**config.mk**
```make
export PLATFORM = sky130hd
export DESIGN_NAME = dbus_req_buffer
export DESIGN_NICKNAME = d
export VERILOG_FILES = /design/src/rtl/dbus_req_buffer_pkg.sv /design/src/rtl/dbus_req_buffer.sv
export SDC_FILE = /design/constraint.sdc
export NUM_CORES = 1
export LEC_CHECK = 0
export ABC_CLOCK_PERIOD_IN_PS = 1860
export BUFFER_PORTS_ARGS = -buffer_cell sky130_fd_sc_hd__buf_4
export CAP_MARGIN = 20
export CORE_ASPECT_RATIO = 0.9
export CORE_MARGIN = 2
export CORE_UTILIZATION = 37
export DETAILED_ROUTE_END_ITERATION = 8
export GPL_ROUTABILITY_DRIVEN = 0
export GPL_TIMING_DRIVEN = 0
export PLACE_DENSITY = 0.69
export SLEW_MARGIN = 20
export SYNTH_ARGS = -nofsm -noshare
export SYNTH_HDL_FRONTEND = slang
export SYNTH_SLANG_ARGS = --single-unit
```
**constraint.sdc**
```tcl
create_clock -name clk -period 1.86 [get_ports clk]
set_input_delay 0.093 -clock clk [delete_from_list [all_inputs] [get_ports clk]]
set_output_delay 0.093 -clock clk [all_outputs]
set_load 0.05 [all_outputs]
```
**src/rtl/dbus_req_buffer_pkg.sv**
```systemverilog
// Shared data-bus request/response types used by the core memory stage and the bus.
package dbus_req_buffer_pkg;

  typedef enum logic [2:0] {
    MSIZE1 = 3'd0,
    MSIZE2 = 3'd1,
    MSIZE4 = 3'd2,
    MSIZE8 = 3'd3
  } msize_t;

  typedef struct packed {
    logic        valid;
    logic [31:0] addr;
    msize_t      size;
    logic [3:0]  strobe;
    logic [31:0] data;
  } dbus_req_t;

  typedef struct packed {
    logic        addr_ok;
    logic        data_ok;
    logic [31:0] data;
  } dbus_resp_t;

endpackage

```
**src/rtl/dbus_req_buffer.sv**
```systemverilog
// Registered request buffer: latches one core request, drives it on the data bus,
// tracks the addr/data handshakes and returns a one-cycle completion to the core.
module dbus_req_buffer
  import dbus_req_buffer_pkg::*;
#(
  parameter int unsigned MAX_WAIT     = 0,
  parameter logic [31:0] TIMEOUT_DATA = 32'hdeadbeef
) (
  input  logic       clk,
  input  logic       resetn,
  input  dbus_req_t  m_req,
  output dbus_resp_t m_resp,
  output dbus_req_t  s_req,
  input  dbus_resp_t s_resp,
  output logic       timeout
);

  typedef enum logic [1:0] {
    S_IDLE = 2'd0,
    S_ADDR = 2'd1,
    S_DATA = 2'd2,
    S_DONE = 2'd3
  } state_e;

  localparam bit WD_EN = (MAX_WAIT > 0);
  localparam int WCW   = WD_EN ? $clog2(MAX_WAIT + 1) : 1;
  localparam int WAIT_LAST_I = WD_EN ? int'(MAX_WAIT) - 1 : 0;
  localparam logic [WCW-1:0] WAIT_LAST = WCW'(WAIT_LAST_I);

  state_e          state_q, state_d;
  dbus_req_t       buf_q, buf_d;
  logic [31:0]     rdata_q, rdata_d;
  logic [WCW-1:0]  wait_cnt_q, wait_cnt_d;
  logic            timeout_q, timeout_d;
  logic            wd_hit;

  always_ff @(posedge clk) begin
    if (!resetn) begin
      state_q    <= S_IDLE;
      buf_q      <= '0;
      rdata_q    <= '0;
      wait_cnt_q <= '0;
      timeout_q  <= 1'b0;
    end else begin
      state_q    <= state_d;
      buf_q      <= buf_d;
      rdata_q    <= rdata_d;
      wait_cnt_q <= wait_cnt_d;
      timeout_q  <= timeout_d;
    end
  end

  assign wd_hit = WD_EN && (wait_cnt_q == WAIT_LAST);

  // A real completion always wins over the watchdog in the same cycle.
  always_comb begin
    state_d    = state_q;
    buf_d      = buf_q;
    rdata_d    = rdata_q;
    wait_cnt_d = wait_cnt_q;
    timeout_d  = 1'b0;
    if (WD_EN && (state_q == S_ADDR || state_q == S_DATA) && !wd_hit) begin
      wait_cnt_d = wait_cnt_q + WCW'(1);
    end
    unique case (state_q)
      S_IDLE: begin
        if (m_req.valid) begin
          buf_d      = m_req;
          wait_cnt_d = '0;
          state_d    = S_ADDR;
        end
      end
      S_ADDR: begin
        if (s_resp.addr_ok && s_resp.data_ok) begin
          rdata_d = s_resp.data;
          state_d = S_DONE;
        end else if (wd_hit) begin
          rdata_d   = TIMEOUT_DATA;
          timeout_d = 1'b1;
          state_d   = S_DONE;
        end else if (s_resp.addr_ok) begin
          state_d = S_DATA;
        end
      end
      S_DATA: begin
        if (s_resp.data_ok) begin
          rdata_d = s_resp.data;
          state_d = S_DONE;
        end else if (wd_hit) begin
          rdata_d   = TIMEOUT_DATA;
          timeout_d = 1'b1;
          state_d   = S_DONE;
        end
      end
      S_DONE: begin
        state_d = S_IDLE;
      end
      default: state_d = S_IDLE;
    endcase
  end

  always_comb begin
    s_req       = buf_q;
    s_req.valid = (state_q == S_ADDR);
    m_resp      = '0;
    if (state_q == S_DONE) begin
      m_resp.addr_ok = 1'b1;
      m_resp.data_ok = 1'b1;
      m_resp.data    = rdata_q;
    end
  end

  assign timeout = timeout_q;

endmodule

```
==> results.yml <==
critical_path:
  worstPathMaxFanout: 10
  critical_path_class: "flip-flop to primary output"
  rr_endpoint: "s_req[6]"
  cp-end-kind: "primary output"
  cp.arrival_ns: 1.67
  rr_startpoint: "state_q[0]"
  crit_required_ns: 1.77
  rr_worst_depth: 6
  critPathLaunchType: "flip-flop"
  ff2ff_setup_slack_ns: 0.17
timing:
  clock_skew_ns: 0.007440
  rsz0062_at_grt: "true"
  finalMaxSlewViolations: 0
  period_share_pct: 94.58
  finalHoldViolCount: 0
  worstMarginPinSlew_ns: 0.5257
  finalSetupViolations: 0
  fin_setup_tns_ns: 0
  layout_min_cycle_time_ns: 1.759
  slew_headroom_pct: 64.95
  clock.fmax_mhz: 568.4
  fin_ws_ns: 0.1008
routing:
  finalWirelength_um: 12680
  ant_nets: 0
  num_vias: 4415
  drtPass1Iterations: 6
  drc: 0
  initialDrtViolationCount: 331
  post_drt_wl_per_cell_um: 13.74
  via_per_inst: 4.783
logic_synthesis:
  synth_cells: 515
  synthArstFlopShare_pct: 0
  yosys_most_used_dff: "dfxtp_1"
  yosysWarnings: 0
  synth_cell_types: 27
  synth_area_per_cell_um2: 7.962
  synth_edf_count: 0
  syn-num-nets: 629
  ys_ff_latch: 105
  netlist_area_um2: 4100
  synth-seq-area-share_pct: 51.27
clock_network:
  cts_buffers: 9
  clockRootBuffer: "clkbuf_16"
  clkTransAtPathRegs_ns: 0.07
  cts_buffer_depth: 2
  clock_latency_ns: 0.34
  cts_max_level: 3
  cts_tree: "built"
  post_cts_buffers: 0
  clock_sinks: 105
grt:
  grt_antenna_before_repair: 0
  track_usage_pct: 20.21
  grt_pass1_wl_um: 19690
  gr-total-overflow: 0
  grt_pass1_vias: 4202
  grt_max_degree: 19
floorplan:
  ios: 215
  dieArea_um2: 11940
  start_util_pct: 37.93
  rows: 36
  die_x_um: 115.0
  core_um2: 10810
  dieHeight_um: 103.9
hold_path:
  whs_path_depth: 3
  hold_path_end: "s_req[11]"
  hp-class: "primary input to flip-flop"
  hp-start: "m_req[11]"
final_layout:
  final_cell_mix: "buf_4, nand2_1, dfxtp_1, a21oi_1, dlygate4sd3_1"
  drive_gt1_share_pct: 32.91
  final_nets: 899
  area_delta_synth_final_pct: 62.74
  final_common_cell: "buf_4"
  diodes: 0
  fin_util_pct: 61.72
  num-fill-cells: 950
  final_area_um2: 6673
power_and_ir_drop:
  p_leak_nw: 2.968
  vdd_drop_max_uv: 766.3
  power.density_nw_per_um2: 1293
placement:
  hpwlAfterDp_um: 9033
  pre_cts_ws_ns: 0.01476
  place_area_um2: 5858
  portBuffers: 212
status:
  status: "complete, no violations"
job:
  cap_viol_max_count: 0
==> metrics by stage <==
| step | hold WS (ns) | total power [W] | std cells |
|---|---|---|---|
| CTS | 0.00006092 | 0.008656 | 923 |
| finish | 0.005827 | 0.008628 | 923 |
| global route | 0.001251 | 0.009105 | 923 |
| global placement | 0.3402 | 0.006390 | 860 |
| detailed placement | 0.3477 | 0.006471 | 860 |
| floorplan | 0.2290 | 0.005371 | 515 |
==> what timing repair did <==
| action | 4_1_cts | 5_1_grt |
|---|---|---|
| hold endpoints to repair | 47 | 0 |
| setup endpoints to repair | 4 | 85 |
| hold buffers | 47 | 0 |
| gates resized for setup | 2 | 11 |
==> area by class of cell <==
class / instances / area [um2] / share of cell area [%]
Buffer: 44 / 229.0 / 3.431
Clock buffer: 10 / 239.0 / 3.581
Clock inverter: 6 / 95.09 / 1.425
Inverter: 4 / 15.01 / 0.2250
Multi-Input combinational cell: 362 / 1764 / 26.44
Sequential cell: 105 / 2102 / 31.50
Tap cell: 133 / 166.4 / 2.494
Timing Repair Buffer: 259 / 2062 / 30.90
==> cells in the mapped netlist (4+ instances only) <==
cell type / instances / area, um2
clkbuf_1: 20 / 75.07
buf_2: 10 / 50.05
nand2_1: 143 / 536.8
o21ai_1: 4 / 20.02
o21ai_0: 28 / 140.1
a21oi_1: 104 / 520.5
nand3_1: 32 / 160.2
buf_4: 5 / 37.54
clkbuf_2: 4 / 20.02
and2_1: 33 / 206.5
ha_1: 6 / 75.07
dfxtp_1: 105 / 2102
==> registers in the layout (all words and copies together) (netlist names) <==
register	flops
state_q	2
s_req	71
rdata_q	32
==> worst max path at each step <==
stage / end / start
floorplan: m_resp[10] / state_q[0]
global placement: s_req[62] / state_q[0]
detailed placement: s_req[66] / state_q[0]
CTS: s_req[35] / state_q[0]
global route: m_resp[16] / state_q[0]
finish: m_resp[6] / state_q[0]
==> critical path, stage by stage, from the launching register on <==
cell and delay [ns]:
dfxtp_1 0.39, ha_1 0.31, buf_1 0.27, and2_1 0.17, buf_4 0.19
==> metal layers <==
metal  track usage (%)  up-vias  wire (um)
met3             6.643       18       1118
met5                 0        -          0
met2             34.33      174       6142
li1                  -     2235          -
met4             5.938        0        224
met1             24.18     1988       5195
==> where the power goes <==
group | switching (W) | internal, W | total [W]
sequential | 0.000218 | 0.00266 | 0.00288
clock | 0.000861 | 0.00124 | 0.00210
combinational | 0.00245 | 0.00120 | 0.00365
total | 0.00352 | 0.00510 | 0.00863
==> kinds of logic (layout without fill, tap and decap cells) <==
group	after synthesis	in the layout	share of synthesized area (%)
AO/OA/AOI/OAI	140	140	17.61
adder cells (fa/ha/maj)	6	6	1.831
buffers and inverters	48	323	5.768
flip-flops	105	105	51.27
multiplexers	2	2	0.6102
other	1	1	0.09146
AND/OR/NAND/NOR	213	213	22.83
Power figures use the tool's default switching activity.
